File: config.mk
export PLATFORM = sky130hd
export DESIGN_NAME = argmax_unit_flat
export DESIGN_NICKNAME = d
export VERILOG_FILES = /design/src/rtl/argmax_if.sv /design/src/rtl/argmax_unit.sv /design/src/flat_wrapper.sv
export SDC_FILE = /design/constraint.sdc
export NUM_CORES = 1
export LEC_CHECK = 0
export ABC_AREA = 1
export CAP_MARGIN = 20
export CORE_MARGIN = 3
export CORE_UTILIZATION = 40
export CTS_CLUSTER_SIZE = 14
export DETAILED_ROUTE_END_ITERATION = 7
export DONT_BUFFER_PORTS = 1
export PLACE_DENSITY = 0.54
export RECOVER_POWER = 25
export SYNTH_ARGS = -nofsm -noshare
export SYNTH_HDL_FRONTEND = slang
export SYNTH_SLANG_ARGS = --single-unit
File: constraint.sdc
create_clock -name clk -period 2.4 [get_ports clk]
set_input_delay 0.36 -clock clk [delete_from_list [all_inputs] [get_ports clk]]
set_output_delay 0.36 -clock clk [all_outputs]
set_load 0.03 [all_outputs]
File: src/rtl/argmax_if.sv
// Bundle between argmax_unit, its logit memory and the result display path.
// The slave modport is the engine side; master is the memory/display side.
interface argmax_if #(
  parameter int unsigned DATA_WIDTH = 32,
  parameter int unsigned ADDR_WIDTH = 4
);
  logic                  start;
  logic                  mem_rd_en;
  logic [ADDR_WIDTH-1:0] mem_addr;
  logic [DATA_WIDTH-1:0] mem_rdata;
  logic                  busy;
  logic                  done;
  logic [3:0]            argmax_output;
  logic [DATA_WIDTH-1:0] max_value;

  modport slave (
    input  start,
    input  mem_rdata,
    output mem_rd_en,
    output mem_addr,
    output busy,
    output done,
    output argmax_output,
    output max_value
  );

  modport master (
    output start,
    output mem_rdata,
    input  mem_rd_en,
    input  mem_addr,
    input  busy,
    input  done,
    input  argmax_output,
    input  max_value
  );
endinterface

File: src/rtl/argmax_unit.sv
// Sequential argmax over NUM_CLASSES signed logits held in a synchronous-read
// memory; publishes the winning index and value with a one-cycle done pulse.
module argmax_unit #(
  parameter int unsigned NUM_CLASSES = 10,
  parameter int unsigned DATA_WIDTH  = 32,
  parameter int unsigned ADDR_WIDTH  = 4
) (
  input  logic     clk,
  input  logic     reset,
  argmax_if.slave  bus
);
  localparam int unsigned IDX_WIDTH = 4;
  localparam logic [ADDR_WIDTH-1:0] LAST_ADDR = ADDR_WIDTH'(NUM_CLASSES - 1);
  localparam logic [IDX_WIDTH-1:0]  IDLE_IDX  = 4'hF;

  typedef enum logic [1:0] {IDLE, READ, DRAIN, DONE} state_t;

  state_t                       state_q, state_d;
  logic [ADDR_WIDTH-1:0]        addr_q, addr_d;
  logic                         rd_en_q, rd_en_d;
  logic                         busy_q, busy_d;
  logic                         done_q, done_d;
  logic                         vld_q, vld_d;
  logic [ADDR_WIDTH-1:0]        idx_q, idx_d;
  logic signed [DATA_WIDTH-1:0] run_max_q, run_max_d;
  logic [ADDR_WIDTH-1:0]        run_idx_q, run_idx_d;
  logic [IDX_WIDTH-1:0]         out_idx_q, out_idx_d;
  logic signed [DATA_WIDTH-1:0] out_max_q, out_max_d;
  logic                         take_c;

  // Index 0 seeds the running max; later words must be strictly greater so
  // ties keep the lowest index.
  assign take_c = vld_q &&
                  ((idx_q == '0) || ($signed(bus.mem_rdata) > run_max_q));

  always_ff @(posedge clk) begin
    if (reset) begin
      state_q   <= IDLE;
      addr_q    <= '0;
      rd_en_q   <= 1'b0;
      busy_q    <= 1'b0;
      done_q    <= 1'b0;
      vld_q     <= 1'b0;
      idx_q     <= '0;
      run_max_q <= '0;
      run_idx_q <= '0;
      out_idx_q <= IDLE_IDX;
      out_max_q <= '0;
    end else begin
      state_q   <= state_d;
      addr_q    <= addr_d;
      rd_en_q   <= rd_en_d;
      busy_q    <= busy_d;
      done_q    <= done_d;
      vld_q     <= vld_d;
      idx_q     <= idx_d;
      run_max_q <= run_max_d;
      run_idx_q <= run_idx_d;
      out_idx_q <= out_idx_d;
      out_max_q <= out_max_d;
    end
  end

  always_comb begin
    state_d   = state_q;
    addr_d    = addr_q;
    vld_d     = rd_en_q;
    idx_d     = addr_q;
    run_max_d = run_max_q;
    run_idx_d = run_idx_q;
    out_idx_d = out_idx_q;
    out_max_d = out_max_q;

    if (take_c) begin
      run_max_d = $signed(bus.mem_rdata);
      run_idx_d = idx_q;
    end

    case (state_q)
      IDLE: begin
        if (bus.start) begin
          state_d = READ;
          addr_d  = '0;
          vld_d   = 1'b0;
        end
      end
      READ: begin
        if (addr_q == LAST_ADDR) begin
          state_d = DRAIN;
        end else begin
          addr_d = addr_q + ADDR_WIDTH'(1);
        end
      end
      DRAIN: begin
        // Final word is compared on this edge, so publish the post-compare winner.
        state_d   = DONE;
        out_idx_d = IDX_WIDTH'(run_idx_d);
        out_max_d = run_max_d;
      end
      DONE: begin
        state_d = IDLE;
      end
      default: begin
        state_d = IDLE;
      end
    endcase

    rd_en_d = (state_d == READ);
    busy_d  = (state_d == READ) || (state_d == DRAIN);
    done_d  = (state_d == DONE);
  end

  assign bus.mem_rd_en     = rd_en_q;
  assign bus.mem_addr      = addr_q;
  assign bus.busy          = busy_q;
  assign bus.done          = done_q;
  assign bus.argmax_output = out_idx_q;
  assign bus.max_value     = out_max_q;
endmodule

File: src/flat_wrapper.sv
// flat-port wrapper written by rule: the top's interface ports become plain ports
module argmax_unit_flat 
#(
  parameter int unsigned NUM_CLASSES = 10,
  parameter int unsigned DATA_WIDTH  = 32,
  parameter int unsigned ADDR_WIDTH  = 4
)
  (clk, reset, bus_start, bus_mem_rdata, bus_mem_rd_en, bus_mem_addr, bus_busy, bus_done, bus_argmax_output, bus_max_value);
  argmax_if #(.DATA_WIDTH(DATA_WIDTH), .ADDR_WIDTH(ADDR_WIDTH)) bus_i ();
  input  logic clk;
  input  logic reset;
  input wire logic [$bits(bus_i.start)-1:0] bus_start;
  input wire logic [$bits(bus_i.mem_rdata)-1:0] bus_mem_rdata;
  output wire logic [$bits(bus_i.mem_rd_en)-1:0] bus_mem_rd_en;
  output wire logic [$bits(bus_i.mem_addr)-1:0] bus_mem_addr;
  output wire logic [$bits(bus_i.busy)-1:0] bus_busy;
  output wire logic [$bits(bus_i.done)-1:0] bus_done;
  output wire logic [$bits(bus_i.argmax_output)-1:0] bus_argmax_output;
  output wire logic [$bits(bus_i.max_value)-1:0] bus_max_value;
  assign bus_i.start = bus_start;
  assign bus_i.mem_rdata = bus_mem_rdata;
  assign bus_mem_rd_en = bus_i.mem_rd_en;
  assign bus_mem_addr = bus_i.mem_addr;
  assign bus_busy = bus_i.busy;
  assign bus_done = bus_i.done;
  assign bus_argmax_output = bus_i.argmax_output;
  assign bus_max_value = bus_i.max_value;
  argmax_unit #(.NUM_CLASSES(NUM_CLASSES), .DATA_WIDTH(DATA_WIDTH), .ADDR_WIDTH(ADDR_WIDTH)) u_core (.clk(clk), .reset(reset), .bus(bus_i));
endmodule
==> flow_metrics.py, run 1 <==
metrics = {
    "min_path": {
        "whs_path_depth": 1,
        "worstHoldStart": "reset",
        "hp-class": "in -> reg",
        "min_to": "u_core.run_max_q[5]",
    },
    "power": {
        "p_leak_nw": 2.12,
        "powerDensity_nw_per_um2": 592,
        "ir_worst_vdd_v": 0.000263,
    },
    "global_routing": {
        "antenna_found_initial": 0,
        "grt_pass1_vias": 3321,
        "grt_max_degree": 85,
        "grt_pass1_wl_mm": 15.3,
        "grt.total_usage_pct": 16.2,
        "grt-ovfl-total": 0,
    },
    "floorplan": {
        "start_util_pct": 41.4,
        "dieArea_um2": 12000,
        "die_h_um": 110,
        "placementRows": 37,
        "die_w_um": 110,
        "pin_count": 78,
        "core_um2": 10400,
    },
    "detailed_routing": {
        "drtPass1Iterations": 4,
        "top_layer": "met4",
        "drtIter0Drc": 174,
        "met2_length_mm": 4.94,
        "vias": 3748,
        "wl_met3_um": 709,
        "wirelength_met1_mm": 4.58,
        "wl_mm": 10.4,
        "drc_errors": 0,
        "viasPerCell": 4.98,
        "wire_per_inst_um": 13.8,
        "antenna_left": 0,
    },
    "setup_path": {
        "crit_required_ps": 2660,
        "slowest_stage": "dfxtp_2",
        "r2r_cells": 16,
        "crit_path_max_incr_delay_ps": 350,
        "crit_chain": "inv_1 -> ha_1 -> a21oi_1 -> nand2_1 -> a21oi_2 -> nand2_2 -> nand2_2 -> nand2_1 -> nand2_2 -> nand3_4 -> nand2_8 -> nand2_8 -> nand2_2 -> nand3_2 -> nand2_1 -> inv_1",
        "cp_num_buf_inv": 2,
        "critPathMaxFanout": 9,
        "reg2reg_slack_ps": 60,
        "cp-start-kind": "flop",
        "rr_startpoint": "u_core.run_max_q[11]",
        "cpMostUsedCell": "nand2_2",
        "worst-setup-path-type": "reg -> reg",
        "critPathCaptureType": "flop",
        "worstSetupStartpoint": "u_core.run_max_q[11]",
        "arrival_ps": 2600,
        "reg2reg_to": "u_core.bus.max_value[7]",
        "cp_top_family": "simple AND/OR/NAND/NOR gates",
    },
    "yosys": {
        "synth_area_leaders": "dfxtp_1, ha_1, nand2_1, nand3_1, nor2_1",
        "syn_area_per_cell_um2": 7.10,
        "synth-seq-cells": 86,
        "synthCells": 605,
        "async_flop_share_pct": 0,
        "yosysTopAreaCell": "dfxtp_1",
        "synth_enable_flop_cells": 0,
        "synth_top_area_share_pct": 40.1,
        "synth_commonest_cells": "nand2_1, nor2_1, inv_1",
        "yosysWarnings": 0,
        "synth_fp_nets": 675,
        "synth_most_common_cell": "nand2_1",
        "syn_area_um2": 4300,
        "synth_cell_types": 24,
        "ys_seq_area_share_pct": 40.1,
        "ys.flop_type": "dfxtp_1",
    },
    "placed_design": {
        "hpwl_mm": 6.26,
        "io_buffer_count": 0,
        "dpl_worst_slack_ps": 27.5,
        "place.gp.congestion": 0.747,
    },
    "sta": {
        "setup_viol": 0,
        "slew_headroom_pct": 36.2,
        "maxSlewViolCount": 0,
        "timing.final.crit_share_pct": 97.4,
        "hold_viol": 0,
        "rsz0062_at_grt": "yes",
        "holdWs_ps": 65.3,
        "clock-skew-final_ps": 9.34,
        "period_minus_slack_ps": 2340,
        "fin_ws_ps": 61.6,
        "max_freq_ghz": 0.428,
        "tightest_slew_ps": 956,
    },
    "clock_tree": {
        "cts_buffer_depth": 2,
        "cts.clk_slew.worst_paths_ps": 80,
        "cts.hold.buffers_added": 0,
        "cts.sinks": 86,
        "cts_root_buf": "clkbuf_8",
        "cts_made_buffers": 9,
        "clk-insertion-delay-late_ps": 360,
        "h-tree-depth": 3,
        "cts_tree": "built",
    },
    "cells_and_area": {
        "area_growth_pct": 18.1,
        "diodes": 0,
        "nets": 681,
        "layout-drive-gt1-share_pct": 19.5,
    },
    "job": {
        "drv_cap": 0,
    },
    "run_status": {
        "status": "finished clean",
    },
}
[cells by family (layout without fill, tap and decap cells)]
kind of cell | after synthesis | after routing | synth area share, %
DFF | 86 | 86 | 40.1
AOI/OAI and AO/OA | 60 | 60 | 7.16
buffers and inverters | 119 | 124 | 11.3
adders and majority gates | 35 | 35 | 10.2
and+or+nand+nor | 305 | 311 | 31.3
[repair_timing]
| action | in CTS | in global routing |
|---|---|---|
| endpoints found under the setup margin | 0 | 72 |
| setup buffers | 0 | 8 |
| resized for setup | 0 | 65 |
[sequential cells by signal, summed over array words and instances (netlist names), 2 cells and up]
name	count
u_core.run_idx_q	4
u_core.run_max_q	32
u_core.state_q	2
u_core.bus.argmax_output	4
u_core.bus.max_value	32
u_core.bus.mem_addr	4
u_core.idx_q	4
[through the flow]
step	utilization [%]	setup TNS [ps]	cells	total power, mW	cell area, um2
global route	48.9	-1240	752	3.14	5070
CTS	44.6	0	735	2.97	4630
global placement	42.3	0	719	1.74	4390
finish	48.9	0	752	3.01	5070
floorplan	-	0	605	1.72	4300
detailed placement	42.3	0	719	1.74	4390
[cells in the final DEF (no fill, tap or decap), types with 5 or more instances in the layout]
cell	n
nand2_1	90
dfxtp_1	67
a21oi_2	5
dfxtp_2	19
inv_1	90
nand3_2	11
clkbuf_8	9
nand2_2	33
buf_4	7
nand2_8	6
ha_1	31
nor2_1	90
a21oi_1	49
nand3_1	64
[area by class of cell]
cell class / count / area, um2
clock buffers: 10 / 128
fillers: 1065 / 5300
clock inverters: 6 / 110
repair buffers: 15 / 188
well taps: 136 / 170
multi-input cells: 406 / 2380
inverters: 93 / 349
flip-flops and latches: 86 / 1750
[layer usage]
layer,GRT usage [%],up-vias
li1,-,1922
met2,27.2,61
met4,6.68,0
met5,0,-
met1,18.8,1753
met3,5.64,12
[how the worst max path moves through the flow]
| stage | endpoint | slack (ps) | cells after the start |
|---|---|---|---|
| after CTS | u_core.bus.max_value[4] | 5 | 16 |
| final | u_core.bus.max_value[7] | 60 | 16 |
| after floorplan | u_core.bus.max_value[10] | 440 | 16 |
| after global placement | u_core.bus.max_value[30] | 60 | 16 |
| after detailed placement | u_core.bus.max_value[4] | 30 | 16 |
| after global routing | u_core.bus.max_value[27] | -50 | 16 |
[power by group]
part	switching (mW)	internal (mW)	total (mW)
clock	0.538	0.690	1.23
sequential	0.0376	1.46	1.49
combinational	0.165	0.118	0.283
total	0.740	2.27	3.01
Power figures use the tool's default switching activity.
==> run 2: changes to the inputs <==
ABC_CLOCK_PERIOD_IN_PS = 2400   (was unset)
CORE_ASPECT_RATIO = 1.4   (was unset)
==> run 2 against run 1 <==
Sequential share of layout area rose by 0.076 points. Sequential cell count did not move. Combinational power fell by 6%. Final cell count fell by 0.80%. Setup slack improved by 120 ps. Core utilization fell by 0.59 points. Die area rose by 0.15%. Non-clock buffer count fell by 7. Fmax rose by 5.6%. Sequential power barely moved. Clock-buffer cell count did not move. Highest routed layer unchanged.
==> flow_metrics.py, run 2 (synthesized netlist as in run 1, its figures left out) <==
metrics = {
    "clock_tree": {
        "cts_root_buf": "clkbuf_16",
        "h-tree-depth": 3,
        "cts_made_buffers": 9,
        "cts.hold.buffers_added": 0,
        "cts_buffer_depth": 2,
        "cts_tree": "built",
        "cts.clk_slew.worst_paths_ps": 60,
        "cts.sinks": 86,
        "clk-insertion-delay-late_ps": 340,
    },
    "detailed_routing": {
        "antenna_left": 0,
        "wire_per_inst_um": 13.6,
        "wl_mm": 10.1,
        "viasPerCell": 4.87,
        "drtIter0Drc": 162,
        "vias": 3630,
        "drtPass1Iterations": 4,
        "drc_errors": 0,
    },
    "cells_and_area": {
        "nFillCells": 1026,
        "area_growth_pct": 17.1,
        "final_common_cell": "nand2_1",
        "diodes": 0,
        "layout-drive-gt1-share_pct": 13.8,
        "layout_common_cells": "nand2_1, nor2_1, inv_1",
        "nets": 673,
    },
    "sta": {
        "clock-skew-final_ps": 8.03,
        "holdWs_ps": 86.5,
        "final.setup.tns_ps": 0,
        "max_freq_ghz": 0.451,
        "hold_viol": 0,
        "slew_headroom_pct": 46.8,
        "setup_viol": 0,
        "timing.final.crit_share_pct": 92.3,
        "period_minus_slack_ps": 2210,
        "tightest_slew_ps": 798,
        "maxSlewViolCount": 0,
    },
    "floorplan": {
        "dieArea_um2": 12000,
        "die_h_um": 129,
        "start_util_pct": 41.3,
        "die_w_um": 93.6,
        "placementRows": 44,
        "core_um2": 10400,
        "pin_count": 78,
    },
    "setup_path": {
        "crit_chain": "inv_1 -> ha_1 -> a21oi_1 -> nand2_1 -> nand2_1 -> nand2_1 -> nand2_1 -> nand2_2 -> nand2_2 -> nand2_1 -> nand2_2 -> nand3_4 -> nand2_8 -> nand2_4 -> nand2_1 -> nand3_1 -> nand2_1 -> inv_1",
        "cp-start-kind": "flop",
        "worst-setup-path-type": "reg -> reg",
        "arrival_ps": 2460,
        "crit_required_ps": 2640,
        "crit_path_max_incr_delay_ps": 350,
        "critPathCaptureType": "flop",
        "cpMostUsedCell": "nand2_1",
        "reg2reg_slack_ps": 190,
        "slowest_stage": "dfxtp_1",
        "critPathMaxFanout": 9,
    },
    "min_path": {
        "hp-class": "in -> reg",
    },
    "global_routing": {
        "grt.total_usage_pct": 16.1,
        "grt_max_degree": 85,
        "grt_pass1_vias": 3283,
        "grt_pass1_wl_mm": 15.3,
        "antenna_found_initial": 0,
        "grt-ovfl-total": 0,
    },
    "power": {
        "powerDensity_nw_per_um2": 688,
        "p_leak_nw": 2.11,
        "ir_worst_vdd_v": 0.000405,
    },
    "placed_design": {
        "hpwl_mm": 6.37,
        "place.gp.congestion": 0.756,
        "io_buffer_count": 0,
    },
    "run_status": {
        "status": "finished clean",
    },
    "job": {
        "drv_cap": 0,
    },
}
run 2: cell types whose count changed in the layout (fill, tap and decap cells not counted), sizes merged:
cell | previous run | this run
buf | 13 | 5
bufinv | 3 | 4
clkbuf | 12 | 13
clkinv | 2 | 3
clkinvlp | 2 | 0
nand2 | 133 | 132
run 2: timing repair:
action / CTS / global route
endpoints found under the setup margin: 0 / 66
setup buffers: 0 / 0
resized for setup: 0 / 38
run 2: power by group:
part           leakage, nW  internal (mW)  switching (mW)
combinational         1.24          0.110           0.156
clock                0.177           1.12           0.581
sequential           0.701           1.46          0.0318
total                 2.11           2.69           0.769
run 2: per-layer routing:
layer | share of wire [%] | up-vias | GRT usage [%]
li1 | - | 1906 | -
met1 | 42 | 1646 | 18.8
met2 | 49 | 66 | 26.6
met3 | 6.5 | 12 | 4.68
met4 | 2.0 | 0 | 8.25
met5 | 0 | - | 0
run 2: critical path, delay by kind of cell (launching register included):
kind	cells	cell delay [ps]
buffers and inverters	2	90
AOI/OAI and AO/OA	1	160
adders and majority gates	1	280
DFF	1	350
and+or+nand+nor	14	1220
run 2: path summary, 6_finish.rpt:
check	from	endpoint	cells after the start
worst min-delay path	reset	u_core.run_max_q[12]	1
worst min register to register	u_core.run_max_q[13]	u_core.run_max_q[13]	2
worst max register to register	u_core.run_max_q[3]	u_core.bus.max_value[6]	18
worst max-delay path	u_core.run_max_q[3]	u_core.bus.max_value[6]	18
run 2: cell type report:
cell class	instances	area, um2	area share, %
inverters	93	349	6.94
well taps	138	173	3.43
flip-flops and latches	86	1730	34.5
clock buffers	10	229	4.55
repair buffers	8	128	2.54
clock inverters	6	134	2.66
multi-input cells	405	2280	45.4
run 2: stage by stage:
| step | worst slack, ps | instances | total power, mW | cell area (um2) | utilization [%] |
|---|---|---|---|---|---|
| 4_1_cts | 82.3 | 739 | 3.45 | 4760 | 45.7 |
| 2_1_floorplan | 442 | 605 | 1.72 | 4300 | - |
| 3_3_place_gp | 142 | 723 | 1.74 | 4390 | 42.2 |
| 5_1_grt | -30.2 | 746 | 3.60 | 5030 | 48.4 |
| 3_5_place_dp | 103 | 723 | 1.74 | 4390 | 42.2 |
| 6_report | 185 | 746 | 3.46 | 5030 | 48.4 |
